--- src/rtl/cdb_pkg.sv ---
// Shared types and constants for the common-data-bus writeback arbiter.
package cdb_pkg;

    localparam int unsigned PRF_IDX_W = 6;
    localparam int unsigned ROB_IDX_W = 5;
    localparam int unsigned BR_MASK_W = 4;
    localparam int unsigned VALUE_W   = 64;

    // Writeback requester indices
    localparam int unsigned REQ_ALU  = 0;
    localparam int unsigned REQ_MULT = 1;
    localparam int unsigned REQ_LDST = 2;
    localparam int unsigned REQ_BR   = 3;

    typedef struct packed {
        logic                 vld;
        logic [PRF_IDX_W-1:0] tag;
        logic [VALUE_W-1:0]   value;
        logic [ROB_IDX_W:0]   rob_idx;
        logic [BR_MASK_W-1:0] br_mask;
    } cdb_pkt_t;

    // True when a packet depends on the resolving branch
    function automatic logic mask_hit(input logic [BR_MASK_W-1:0] mask,
                                      input logic [BR_MASK_W-1:0] fix);
        return |(mask & fix);
    endfunction

endpackage

--- src/rtl/cdb_rr_arb.sv ---
// One-of-N grant selection for the CDB. Round-robin by default; defining
// CDB_ARB_FIXED_PRI_EN selects fixed lowest-index-first priority instead.
module cdb_rr_arb #(
    parameter int unsigned NUM_REQ = 4
) (
    input  logic               clk,
    input  logic               rst,
    input  logic [NUM_REQ-1:0] req,
    output logic [NUM_REQ-1:0] grant
);

`ifdef CDB_ARB_FIXED_PRI_EN

    logic found;
    logic unused_clk_rst;

    assign unused_clk_rst = clk ^ rst;

    always_comb begin
        grant = '0;
        found = 1'b0;
        for (int unsigned i = 0; i < NUM_REQ; i++) begin
            if (!found && req[i]) begin
                grant[i] = 1'b1;
                found    = 1'b1;
            end
        end
    end

`else

    localparam int unsigned PTR_W = (NUM_REQ > 1) ? $clog2(NUM_REQ) : 1;

    logic [PTR_W-1:0] ptr_q;
    logic [PTR_W-1:0] ptr_d;
    logic             found;
    int unsigned      idx;

    // Search begins at ptr_q; the pointer moves past the winner only on a grant
    always_comb begin
        grant = '0;
        ptr_d = ptr_q;
        found = 1'b0;
        idx   = 0;
        for (int unsigned k = 0; k < NUM_REQ; k++) begin
            idx = 32'(ptr_q) + k;
            if (idx >= NUM_REQ) begin
                idx = idx - NUM_REQ;
            end
            if (!found && req[idx]) begin
                grant[idx] = 1'b1;
                found      = 1'b1;
                ptr_d      = (idx + 1 == NUM_REQ) ? '0 : PTR_W'(idx + 1);
            end
        end
    end

    always_ff @(posedge clk) begin
        if (rst) begin
            ptr_q <= '0;
        end else begin
            ptr_q <= ptr_d;
        end
    end

`endif

endmodule

--- src/rtl/cdb_arb.sv ---
// CDB writeback arbiter: one holding entry per requester, branch squash/resolve
// on stored masks, and a combinational broadcast of the granted entry.
// Build option: CDB_ARB_FIXED_PRI_EN selects fixed-priority arbitration.
module cdb_arb
    import cdb_pkg::*;
#(
    parameter int unsigned NUM_REQ = 4
) (
    input  logic                                clk,
    input  logic                                rst,
    input  logic [NUM_REQ-1:0]                  req_vld_i,
    input  logic [NUM_REQ-1:0][PRF_IDX_W-1:0]   req_tag_i,
    input  logic [NUM_REQ-1:0][VALUE_W-1:0]     req_value_i,
    input  logic [NUM_REQ-1:0][ROB_IDX_W:0]     req_rob_idx_i,
    input  logic [NUM_REQ-1:0][BR_MASK_W-1:0]   req_br_mask_i,
    output logic [NUM_REQ-1:0]                  req_rdy_o,
    input  logic                                rob_br_recovery_i,
    input  logic                                rob_br_pred_correct_i,
    input  logic [BR_MASK_W-1:0]                rob_br_tag_fix_i,
    output logic                                cdb_vld_o,
    output logic [PRF_IDX_W-1:0]                cdb_tag_o,
    output logic [VALUE_W-1:0]                  cdb_value_o,
    output logic [ROB_IDX_W:0]                  cdb_rob_idx_o,
    output logic [NUM_REQ-1:0]                  cdb_grant_o
);

    cdb_pkt_t             ent_q [NUM_REQ];
    cdb_pkt_t             ent_d [NUM_REQ];
    cdb_pkt_t             out_pkt;
    logic [NUM_REQ-1:0]   arb_req;
    logic [NUM_REQ-1:0]   grant;
    logic [NUM_REQ-1:0]   squash_ent;
    logic [NUM_REQ-1:0]   squash_in;
    logic [NUM_REQ-1:0]   accept;
    logic [BR_MASK_W-1:0] clr_mask;
    logic [BR_MASK_W-1:0] unused_br_mask;

    // Recovery overrides a simultaneous resolve
    assign clr_mask = (rob_br_pred_correct_i && !rob_br_recovery_i) ? ~rob_br_tag_fix_i : '1;

    // No arbitration while in reset or during a squash cycle
    always_comb begin
        arb_req    = '0;
        squash_ent = '0;
        squash_in  = '0;
        for (int unsigned i = 0; i < NUM_REQ; i++) begin
            arb_req[i]    = ent_q[i].vld && !rst && !rob_br_recovery_i;
            squash_ent[i] = rob_br_recovery_i && ent_q[i].vld
                            && mask_hit(ent_q[i].br_mask, rob_br_tag_fix_i);
            squash_in[i]  = rob_br_recovery_i && mask_hit(req_br_mask_i[i], rob_br_tag_fix_i);
        end
    end

    cdb_rr_arb #(
        .NUM_REQ (NUM_REQ)
    ) u_rr_arb (
        .clk   (clk),
        .rst   (rst),
        .req   (arb_req),
        .grant (grant)
    );

    // Entry update: refill wins over grant/squash so a granted slot never bubbles
    always_comb begin
        req_rdy_o = '0;
        accept    = '0;
        for (int unsigned i = 0; i < NUM_REQ; i++) begin
            ent_d[i]         = ent_q[i];
            ent_d[i].br_mask = ent_q[i].br_mask & clr_mask;
            req_rdy_o[i]     = !rst && (!ent_q[i].vld || grant[i] || squash_ent[i] || squash_in[i]);
            accept[i]        = req_vld_i[i] && req_rdy_o[i] && !squash_in[i];
            if (accept[i]) begin
                ent_d[i].vld     = 1'b1;
                ent_d[i].tag     = req_tag_i[i];
                ent_d[i].value   = req_value_i[i];
                ent_d[i].rob_idx = req_rob_idx_i[i];
                ent_d[i].br_mask = req_br_mask_i[i] & clr_mask;
            end else if (grant[i] || squash_ent[i]) begin
                ent_d[i].vld = 1'b0;
            end
        end
    end

    always_ff @(posedge clk) begin
        if (rst) begin
            for (int unsigned i = 0; i < NUM_REQ; i++) begin
                ent_q[i] <= '0;
            end
        end else begin
            for (int unsigned i = 0; i < NUM_REQ; i++) begin
                ent_q[i] <= ent_d[i];
            end
        end
    end

    // Grant is one-hot or zero, so the mux yields all-zero when idle
    always_comb begin
        out_pkt = '0;
        for (int unsigned i = 0; i < NUM_REQ; i++) begin
            if (grant[i]) begin
                out_pkt = ent_q[i];
            end
        end
    end

    assign cdb_vld_o      = out_pkt.vld;
    assign cdb_tag_o      = out_pkt.tag;
    assign cdb_value_o    = out_pkt.value;
    assign cdb_rob_idx_o  = out_pkt.rob_idx;
    assign cdb_grant_o    = grant;
    assign unused_br_mask = out_pkt.br_mask;

endmodule

--- config.mk ---
export PLATFORM = sky130hd
export DESIGN_NAME = cdb_arb
export DESIGN_NICKNAME = d
export VERILOG_FILES = /design/src/rtl/cdb_pkg.sv /design/src/rtl/cdb_rr_arb.sv /design/src/rtl/cdb_arb.sv
export SDC_FILE = /design/constraint.sdc
export NUM_CORES = 1
export LEC_CHECK = 0
export CAP_MARGIN = 25
export CORE_ASPECT_RATIO = 0.5
export CORE_MARGIN = 2
export CORE_UTILIZATION = 53
export DETAILED_ROUTE_END_ITERATION = 12
export PLACE_DENSITY = 0.86
export REMOVE_ABC_BUFFERS = 1
export SYNTH_ARGS = -nofsm -noshare
export SYNTH_HDL_FRONTEND = slang
export SYNTH_SLANG_ARGS = --single-unit
export TNS_END_PERCENT = 20
--- constraint.sdc ---
create_clock -name clk -period 6.73 [get_ports clk]
set_input_delay 1.0095 -clock clk [delete_from_list [all_inputs] [get_ports clk]]
set_output_delay 1.0095 -clock clk [all_outputs]
set_load 0.05 [all_outputs]
Word level (Yosys, flattened, before mapping)
Memories as Yosys holds them, arrays and structs flattened.
Index checks and enable logic that the tools add are counted.
W data, S select, Z words.
- flip-flop bits (word level): 2
- RAM bits: 324
- input port bits: 332
- memories: 1
- memories (name ; words ; bits a word ; read ports ; clocked after memory_dff ; wr ports ; RTL line ; text):
    ent_q ; 4 ; 81 ; 4 ; 0 ; 4 ; cdb_arb.sv:27 ; cdb_pkt_t ent_q [NUM_REQ];
- add/subtract/negate cells: 11
- order comparisons: 12
- eq/ne operators: 4
- multiplexer cells: 59
- bitwise gates (word level): 24
- reduce and logical (&&, ||, !) cells: 78
- operators with widths (kind ; number):
    $mux W81 ; 8
    $mux W80 ; 4
    $add A32 B1 Y32 const B ; 4
    $eq A32 B3 Y1 const B ; 4
    $ge A32 B1 Y1 const B ; 4
    $lt A32 B3 Y1 const B ; 4
    $mux W32 ; 4
    $ge A32 B3 Y1 const B ; 3
    $sub A32 B3 Y32 const B ; 3
    $and A4 B4 Y4 ; 16
    $logic_and A1 B1 Y1 ; 40
    $reduce_or A4 Y1 ; 8
    $mux W1 ; 22
    $mux W4 ; 5
    $logic_or A1 B1 Y1 ; 16
    $mux W2 ; 8
    $logic_not A1 Y1 ; 13
    $or A4 B4 Y4 ; 3
    $bmux W1 S2 ; 4
    $demux W1 S2 ; 4
    $add A2 B2 Y3 const B ; 2
    $not A4 Y4 ; 1
    $or A1 B1 Y1 ; 4
    $reduce_bool A4 Y1 ; 1
    other kinds (3) ; 3

Logic depth before layout (Yosys ltp)
Gate-level depths: netlist of run 1.
- word-level depth: 23
- depth in mapped cells: 14
- gate-level depth less buffers: 9

Modules after synthesis
From an unflattened synthesis of run 1, not the netlist that was laid out.
- cell total of the unflattened synthesis: 1684
- area, all modules: 16218.1 sq um
- modules (own cells, without submodules) (module ; times used ; cells each ; area an instance (sq um) ; seq. area each (sq um)):
    cdb_arb ; 1 ; 1633 ; 15727.6 ; 6486.2
    cdb_rr_arb ; 1 ; 51 ; 490.5 ; 40.0

Worst setup path before layout of run 1
Ideal clock, no wire load.
- kind: register -> output
- from: register u_rr_arb.ptr_q[0]
- to: output port cdb_tag_o[5]
- data arrival time: 4.126 ns
- data required time: 5.720 ns
- setup slack: 1.594 ns
- stages on the path, launching flop included: 13
- cells stage by stage: dfxtp_1 -> buf_2 -> inv_1 -> ha_1 -> buf_2 -> mux4_2 -> a41oi_4 -> nand3_1 -> and3_1 -> inv_2 -> nor2_4 -> buf_6 -> a221oi_1
- elaborated cells on any way between the ends: 63
- those cells by class: add/sub (7); order compare (12); mux (31); bitwise (3); reduce/logical (10)
- RTL lines (element ; RTL line ; text):
    start: declaration ; cdb_rr_arb.sv:34 ; logic [PTR_W-1:0] ptr_q;
    start signal: assignment ; cdb_rr_arb.sv:62 ; ptr_q <= ptr_d;
    branches (longest 13 deep; another with $sub A32 B3 Y32) ; - ;
    $mux W4 (*) ; cdb_rr_arb.sv:50 ; if (!found && req[idx]) begin
    via cdb_grant_o[2] ; cdb_arb.sv:24 ; output logic [NUM_REQ-1:0] cdb_grant_o
    $mux W81 (*) (2 in a row) ; cdb_arb.sv:100 ; if (grant[i]) begin
    end: declaration ; cdb_arb.sv:21 ; output logic [PRF_IDX_W-1:0] cdb_tag_o,
Mark *: on every way through the listed nets, which the timed path passes. The select of a mux whose other input is x is not followed.

Final worst setup path of run 1
- from: register u_rr_arb.ptr_q[0]
- to: output port cdb_tag_o[5]
- longest elaborated chain between the ends: 18
- elaborated cells on any way between the ends: 63
- those cells by class: add/sub (7); order compare (12); mux (31); bitwise (3); reduce/logical (10)
- ends and longest elaborated chain (element ; RTL line):
    branches (longest 13 deep; another with $sub A32 B3 Y32) ; -
    $mux W4 (*) ; cdb_rr_arb.sv:50
    $mux W81 (3 in a row) ; cdb_arb.sv:100
    $mux W81 (*) ; cdb_arb.sv:100
Mark *: on every way between the ends. The select of a mux whose other input is x is not followed.

==> results_dict.tcl, run 1 <==
set metrics [dict create \
    ys_warn_count 0 \
    final_cells 2474 \
    drv_cap 0 \
    fillers 2216 \
    drive_gt1_frac 0.1788 \
    overflow 0 \
    syn_area_per_cell_um2 9.222 \
    min_path_type "flip-flop to flip-flop" \
    fp.dieArea_um2 31980 \
    num_rows 45 \
    drt_iter0_markers 1420 \
    cts_tree "done" \
    start_util 0.5354 \
    path_clk_slew_ns 0.07 \
    numCtsBuffers 29 \
    nets 2385 \
    clk_latency_ns 0.57 \
    cts_resized 0 \
    synth.area.top_cells "dfxtp_1, mux2_2, o31ai_1, a221oi_2, nor2b_1" \
    synth_area_um2 16160 \
    slew_headroom 0.3191 \
    ys_seq_area_frac 0.4039 \
    fmax_mhz 162.4 \
    finalCriticalPeriod_ns 6.159 \
    antenna_found_initial 7 \
    ioPinCount 417 \
    maxSlewViolCount 0 \
    worst_pin_slew_ns 1.021 \
    status "finished clean" \
    cts_buffer_depth 3 \
    routabilityCongestion 0.9456 \
    period_share 0.9151 \
    final_cell_mix "clkdlybuf4s50_1, dfxtp_1, nor2b_1, inv_1, o31ai_1" \
    vdd_ir_drop_max_mv 0.2294 \
    routed_wl_um 53600 \
    start_kind "flip-flop" \
    final-setup-viol-count 0 \
    fp.coreArea_um2 30180 \
    synth_edf_count 0 \
    cp_max_fo 42 \
    endpoint_kind "output port" \
    root_buffer "clkbuf_16" \
    critPathKind "flip-flop to output port" \
    grt_max_degree 196 \
    drc 0 \
    synthFlopType "dfxtp_1" \
    synth_cell_type_count 57 \
    powerDensity_nw_per_um2 250.0 \
    postCtsSetupBuffers 0 \
    total_power_uw 5369 \
    grt_pass1_vias 14351 \
    crit_required_ns 5.72 \
    wl_per_cell_um 21.66 \
    grt_pass1_wl_um 81590 \
    synthCells 1752 \
    fin_skew_ns 0.02138 \
    track_usage 0.3189 \
    dpl_cell_area_um2 20400 \
    final_common_cell "clkdlybuf4s50_1" \
    critPathArrivalTime_ns 5.15 \
    synth_top_cell_by_area "dfxtp_1" \
    htreeDepth 1 \
    syn2layout_area_growth_pct 32.94 \
    numPortBuffers 416 \
    netlist.area_leader.share 0.4039 \
    fp.dieW_um 250.9 \
    rsz0062_at_grt "false" \
    die_h_um 127.5 \
    drt-vias-per-instance 6.051 \
    p_leak_uw 0.008025 \
    hold_violations 0 \
    fin_area_um2 21480 \
    detail_route.first_pass.iterations 5 \
    dp_cells 2414 \
    hold_buffers 0 \
    cts_sinks 326 \
    async_flop_share 0 \
    dpl.hpwl_um 34320 \
    ant_nets 0 \
    ys_seq_elements 326 \
    final_core_util 0.7117 \
    via_count 14969 \
]
==> per-stage QoR <==
step	setup TNS [ns]	setup slack [ns]	hold slack (ns)
finish	0	0.5712	0.4624
global route	0	0.3631	0.4798
CTS	0	0.6534	0.4632
detailed placement	0	1.132	0.4485
global placement	0	1.139	0.4417
floorplan	-636.62	-3.506	0.4348
==> report_power, final <==
| part | switching (µW) | internal [µW] | total, µW |
|---|---|---|---|
| sequential | 66.7 | 2070 | 2140 |
| combinational | 811 | 617 | 1430 |
| clock | 772 | 1030 | 1800 |
==> metal layers <==
metal  up-vias  share of wire  global-route usage
li1       6876              -                   -
met1      7271           0.41              0.4061
met2       636           0.48              0.5373
met3       184          0.057             0.04584
met4         2          0.052              0.1558
met5         -        0.00030                   0
==> final timing paths <==
check | from | slack [ns] | depth (start not counted) | endpoint
worst min-delay path | ent_q[3][3] | 0.46 | 2 | ent_q[3][3]
worst max register to register | u_rr_arb.ptr_q[0] | 1.91 | 10 | ent_q[0][21]
worst max-delay path | u_rr_arb.ptr_q[0] | 0.57 | 10 | cdb_tag_o[5]
worst min register to register | ent_q[3][3] | 0.46 | 2 | ent_q[3][3]
==> worst max-delay path: stages (launching register included) <==
cell      delay (ns)
dfxtp_1         0.71
inv_1           0.20
ha_1            0.55
mux4_2          0.62
nor2b_4         0.18
a32oi_1         0.33
and3_4          0.59
buf_4           0.59
nor2_1          0.12
a221oi_1        0.41
buf_12          0.20
==> Yosys cell counts (6+ instances only) <==
library cell and instances:
a32oi_1 78, buf_2 51, nor2b_1 156, a221oi_2 70, nand4_1 6, nand3_1 86
inv_1 154, mux2_1 24, a22o_1 8, nand2_1 117, buf_6 19, a31oi_1 11
nor2_1 80, clkbuf_1 96, o21ai_0 16, a21oi_1 10, dfxtp_1 326, nor3_1 76
mux2_2 128, mux2i_1 13, o31ai_1 150, a22oi_1 8
==> cells by family after synthesis <==
| logic type | Yosys count | synth area share |
|---|---|---|
| flip-flops | 326 | 0.4039 |
| adder cells (fa/ha/maj) | 5 | 0.003872 |
| multiplexers | 167 | 0.1168 |
| AND/OR/NAND/NOR | 550 | 0.1733 |
| buffers and inverters | 330 | 0.09092 |
| AO/OA/AOI/OAI | 374 | 0.2112 |
==> layout make-up <==
cell class | count | area (µm²) | share of cell area
Multi-Input combinational cell | 1096 | 8247 | 0.3839
Antenna cell | 6 | 15.01 | 0.0006990
Clock buffer | 37 | 795.8 | 0.03705
Timing Repair Buffer | 438 | 4584 | 0.2134
Tap cell | 399 | 499.2 | 0.02324
Clock inverter | 15 | 217.7 | 0.01014
Sequential cell | 326 | 6526 | 0.3038
Inverter | 157 | 594.3 | 0.02767
==> registers in the layout (all words and copies together) (netlist names) <==
register,flops
ent_q,324
u_rr_arb.ptr_q,2
Note: power is estimated with default switching activity, not from simulation.
==> run 2, diff against run 1 <==
CORE_ASPECT_RATIO = unset   (was 0.5)
==> run 2 against run 1 <==
Against the previous run: count of clock-buffer cells in the layout up 14; sequential share of layout area about the same; clock skew down 0.0043 ns; maximum frequency down 1.9%; utilization up 0.91 points; critical endpoint is now req_rdy_o[3].
==> results_dict.tcl, run 2 (synthesis gave the netlist of run 1 again) <==
set metrics [dict create \
    root_buffer "clkbuf_16" \
    final_common_cell "clkdlybuf4s50_1" \
    p_switching_uw 1686 \
    reg_top3 "ent_q (324), u_rr_arb.ptr_q (2)" \
    antenna_found_initial 4 \
    endpoint_kind "output port" \
    start_kind "flip-flop" \
    fp.dieW_um 178.6 \
    detail_route.first_pass.iterations 5 \
    pwr-share-clk 0.381 \
    drt_iter0_markers 1076 \
    wl_per_cell_um 21.27 \
    numPortBuffers 416 \
    overflow 0 \
    via_count 14984 \
    critPathArrivalTime_ns 5.27 \
    path_clk_slew_ns 0.06 \
    fmax_mhz 159.2 \
    dpl_cell_area_um2 20130 \
    drive_gt1_frac 0.1865 \
    p_int_uw 3958 \
    pwr-share-seq 0.380 \
    hold_violations 0 \
    clk_latency_ns 0.52 \
    track_usage 0.3173 \
    powerDensity_nw_per_um2 262.8 \
    min_path_type "flip-flop to flip-flop" \
    ant_nets 0 \
    final_core_util 0.7208 \
    drt-vias-per-instance 6.020 \
    worst_pin_slew_ns 0.9711 \
    vdd_ir_drop_max_mv 0.1899 \
    cts_resized 0 \
    period_share 0.9333 \
    p_comb_frac 0.240 \
    routabilityCongestion 0.8534 \
    drc 0 \
    r2r_slack_ns 1.88 \
    crit_required_ns 5.72 \
    cts_tree "done" \
    num_rows 63 \
    grt_pass1_vias 15171 \
    numCtsBuffers 37 \
    fillers 2149 \
    syn2layout_area_growth_pct 32.94 \
    critPathKind "flip-flop to output port" \
    ioPinCount 417 \
    grt_pass1_wl_um 80300 \
    postCtsSetupBuffers 0 \
    finalCriticalPeriod_ns 6.281 \
    routed_wl_um 52940 \
    dpl.hpwl_um 34780 \
    hold_buffers 0 \
    drv_cap 0 \
    cp_max_fo 48 \
    final_cell_mix "clkdlybuf4s50_1, dfxtp_1, nor2b_1, inv_1, o31ai_1" \
    p_leak_uw 0.008131 \
    final_cells 2489 \
    switching_share 0.2988 \
    slew_headroom 0.3526 \
    grt_max_degree 86 \
    holdWs_ns 0.4585 \
    status "finished clean" \
    regMostFlops "ent_q" \
    final-setup-viol-count 0 \
    fin_skew_ns 0.01709 \
    maxSlewViolCount 0 \
    fin_setup_tns_ns 0 \
    htreeDepth 2 \
    nets 2400 \
    die_h_um 178.6 \
    fin_area_um2 21480 \
    largest_reg_flops 324 \
    cts_buffer_depth 3 \
    rsz0062_at_grt "false" \
    fp.coreArea_um2 29800 \
    fp.dieArea_um2 31900 \
    dp_cells 2413 \
    start_util 0.5422 \
    cts_sinks 326 \
]
==> run 2: changes by cell type in the layout (fill, tap and decap cells not counted) <==
cell,change
and3_2,-1
clkbuf_8,+5
diode_2,+2
inv_6,-1
clkinv_2,+5
buf_12,-25
and3_4,+1
clkinvlp_4,-4
buf_4,+32
clkdlybuf4s50_1,+2
clkinv_8,+1
clkbuf_16,+9
buf_16,-2
==> run 2: per-layer routing <==
metal	GRT usage	vias to the layer above	share of wire
met5	0	-	0
met4	0.1795	0	0.055
met3	0.08887	183	0.093
met2	0.5240	766	0.47
met1	0.3695	7146	0.38
li1	-	6889	-
==> run 2: area by class of cell <==
class	instances	area, µm²	share of cell area
inverters	157	594.3	0.02767
clock inverters	16	220.2	0.01025
diodes	8	20.02	0.0009321
flip-flops and latches	326	6526	0.3039
repair buffers	445	4289	0.1997
clock buffers	51	1090	0.05074
well taps	390	488.0	0.02272
multi-input cells	1096	8250	0.3841
==> run 2: worst max-delay path, stage by stage (launching register included) <==
cell and delay [ns]:
dfxtp_1 0.67, inv_1 0.20, ha_1 0.53, mux4_2 0.62, nor2b_4 0.18, a32oi_1 0.34, and3_4 0.57, buf_4 0.63
a31oi_1 0.18, clkdlybuf4s50_1 0.74
==> run 2: path summary, 6_finish.rpt <==
path | startpoint | to | cells after the start
setup / recovery | u_rr_arb.ptr_q[0] | req_rdy_o[3] | 9
hold / removal | ent_q[3][2] | ent_q[3][2] | 2
setup reg to reg | u_rr_arb.ptr_q[0] | ent_q[0][32] | 10
hold reg to reg | ent_q[3][2] | ent_q[3][2] | 2
==> run 2: power groups by stage <==
stage | registers (µW) | logic, µW | clock network (µW)
global route | 2160 | 1430 | 2260
detailed placement | 2180 | 1340 | 0
finish | 2140 | 1350 | 2150
global placement | 2170 | 1310 | 0
CTS | 2140 | 1350 | 2170
floorplan | 2160 | 819 | 0
==> run 2: per-stage QoR <==
stage               total power (µW)  setup slack [ns]
global route                    5838            0.1984
global placement                3489             1.167
floorplan                       2977            -3.506
CTS                             5657            0.4821
finish                          5644            0.4491
detailed placement              3518             1.037
==> run 3, diff against run 2 <==
GPL_ROUTABILITY_DRIVEN = 0   (was unset)
==> run 3 against run 2 <==
Against the previous run: register-to-register slack got worse by 0.13 ns; count of clock-buffer cells in the layout rose by 3; non-clock buffer count fell by 3; first-iteration DRC count rose by 15%; largest cell class unchanged; combinational power barely moved; maximum frequency rose by 0.44%; via count fell by 0.57%.
==> results_dict.tcl, run 3 (synthesis gave the netlist of run 1 again) <==
set metrics [dict create \
    status "finished clean" \
    pwr-share-seq 0.392 \
    vdd_ir_drop_max_mv 0.2086 \
    total_power_uw 5465 \
    fp.coreArea_um2 29800 \
    switching_share 0.3014 \
    postCtsSetupBuffers 0 \
    final-setup-viol-count 0 \
    via_count 14899 \
    start_util 0.5422 \
    p_comb_frac 0.245 \
    syn2layout_area_growth_pct 31.94 \
    detail_route.first_pass.iterations 5 \
    worst_pin_slew_ns 1.067 \
    start_kind "flip-flop" \
    endpoint_kind "output port" \
    track_usage 0.3158 \
    drt-vias-per-instance 5.988 \
    final_common_cell "clkdlybuf4s50_1" \
    maxSlewViolCount 0 \
    largest_reg_flops 324 \
    top_usage_layer "met2" \
    min_path_cells 2 \
    num_rows 63 \
    critPathKind "flip-flop to output port" \
    grt_pass1_wl_um 79930 \
    dpl.hpwl_um 35090 \
    ant_nets 0 \
    routed_wl_um 52440 \
    period_share 0.9292 \
    pwr-share-clk 0.363 \
    fillers 2208 \
    cts_resized 0 \
    crit_required_ns 5.72 \
    cts_sinks 326 \
    min_path_type "flip-flop to flip-flop" \
    grt.met1_usage 0.3701 \
    dpl_cell_area_um2 20100 \
    drive_gt1_frac 0.1805 \
    fp.dieArea_um2 31900 \
    p_switching_uw 1647 \
    dp_cells 2411 \
    regMostFlops "ent_q" \
    numPortBuffers 416 \
    cp_max_fo 52 \
    hold_violations 0 \
    grt_max_degree 96 \
    final_cells 2488 \
    fin_area_um2 21320 \
    hold_buffers 0 \
    p_int_uw 3818 \
    fin_skew_ns 0.01125 \
    numCtsBuffers 35 \
    antenna_found_initial 8 \
    overflow 0 \
    grt_pass1_vias 14948 \
    slew_headroom 0.2884 \
    r2r_cells 9 \
    p_leak_uw 0.008040 \
    drv_cap 0 \
    reg_top3 "ent_q (324), u_rr_arb.ptr_q (2)" \
    root_buffer "clkbuf_16" \
    wl_per_cell_um 21.08 \
    htreeDepth 2 \
    cts_buffer_depth 3 \
    die_h_um 178.6 \
    grt_util_met3 0.08014 \
    cts_tree "done" \
    rsz0062_at_grt "false" \
    fmax_mhz 159.9 \
    holdWs_ns 0.4639 \
    fp.dieW_um 178.6 \
    critPathArrivalTime_ns 5.24 \
    path_clk_slew_ns 0.06 \
    clk_latency_ns 0.51 \
    ioPinCount 417 \
    nets 2395 \
    final_core_util 0.7154 \
    use_met2 0.5384 \
    finalCriticalPeriod_ns 6.253 \
    drc 0 \
    powerDensity_nw_per_um2 256.4 \
    final_cell_mix "clkdlybuf4s50_1, dfxtp_1, nor2b_1, inv_1, o31ai_1" \
    drt_iter0_markers 1234 \
]
[run 3: cell types whose count changed in the layout (fill, tap and decap cells not counted), moves of 2 or more]
cell and delta:
clkinv_2 -6, clkbuf_1 +6, buf_12 -2, diode_2 +7, clkbuf_16 -2, bufinv_16 -2
[run 3: per-layer routing]
layer,up-vias,share of wire
li1,6902,-
met1,7106,0.37
met2,728,0.48
met3,159,0.094
met4,4,0.048
met5,-,0.00050
[run 3: worst paths after layout]
path / startpoint / endpoint / slack, ns
worst max-delay path: u_rr_arb.ptr_q[0] / cdb_value_o[53] / 0.48
worst min-delay path: ent_q[1][1] / ent_q[1][1] / 0.46
worst max register to register: u_rr_arb.ptr_q[0] / ent_q[0][63] / 1.75
worst min register to register: ent_q[1][1] / ent_q[1][1] / 0.46
[run 3: power by group through the flow]
stage | Sequential (µW) | Combinational, µW | Clock (µW)
2_1_floorplan | 2160 | 819 | 0
3_3_place_gp | 2170 | 1300 | 0
3_5_place_dp | 2180 | 1330 | 0
4_1_cts | 2140 | 1340 | 2010
5_1_grt | 2150 | 1420 | 2080
6_report | 2140 | 1340 | 1980
[run 3: metrics by stage]
step	setup TNS, ns	setup WS [ns]
after floorplan	-636.62	-3.506
after global placement	0	1.013
after detailed placement	0	0.8705
after CTS	0	0.5367
after global routing	0	0.1905
final	0	0.4768
[run 3: layout make-up]
type | count | area, µm² | area share
multi-input combinational | 1096 | 8250 | 0.3870
sequential | 326 | 6526 | 0.3062
timing repair buffer | 442 | 4242 | 0.1990
clock buffer | 54 | 1049 | 0.04919
inverter | 157 | 594.3 | 0.02788
tap | 390 | 488.0 | 0.02289
clock inverter | 8 | 130.1 | 0.006104
antenna | 15 | 37.54 | 0.001761
[run 3: worst max-delay path: stages (launching register included)]
cell and delay [ns]:
dfxtp_1 0.70, inv_1 0.22, ha_1 0.54, mux4_2 0.61
nor2b_4 0.18, a32oi_1 0.33, and3_4 0.72, clkinv_4 0.19
nor2_4 0.31, a31oi_1 0.16, clkdlybuf4s50_1 0.75
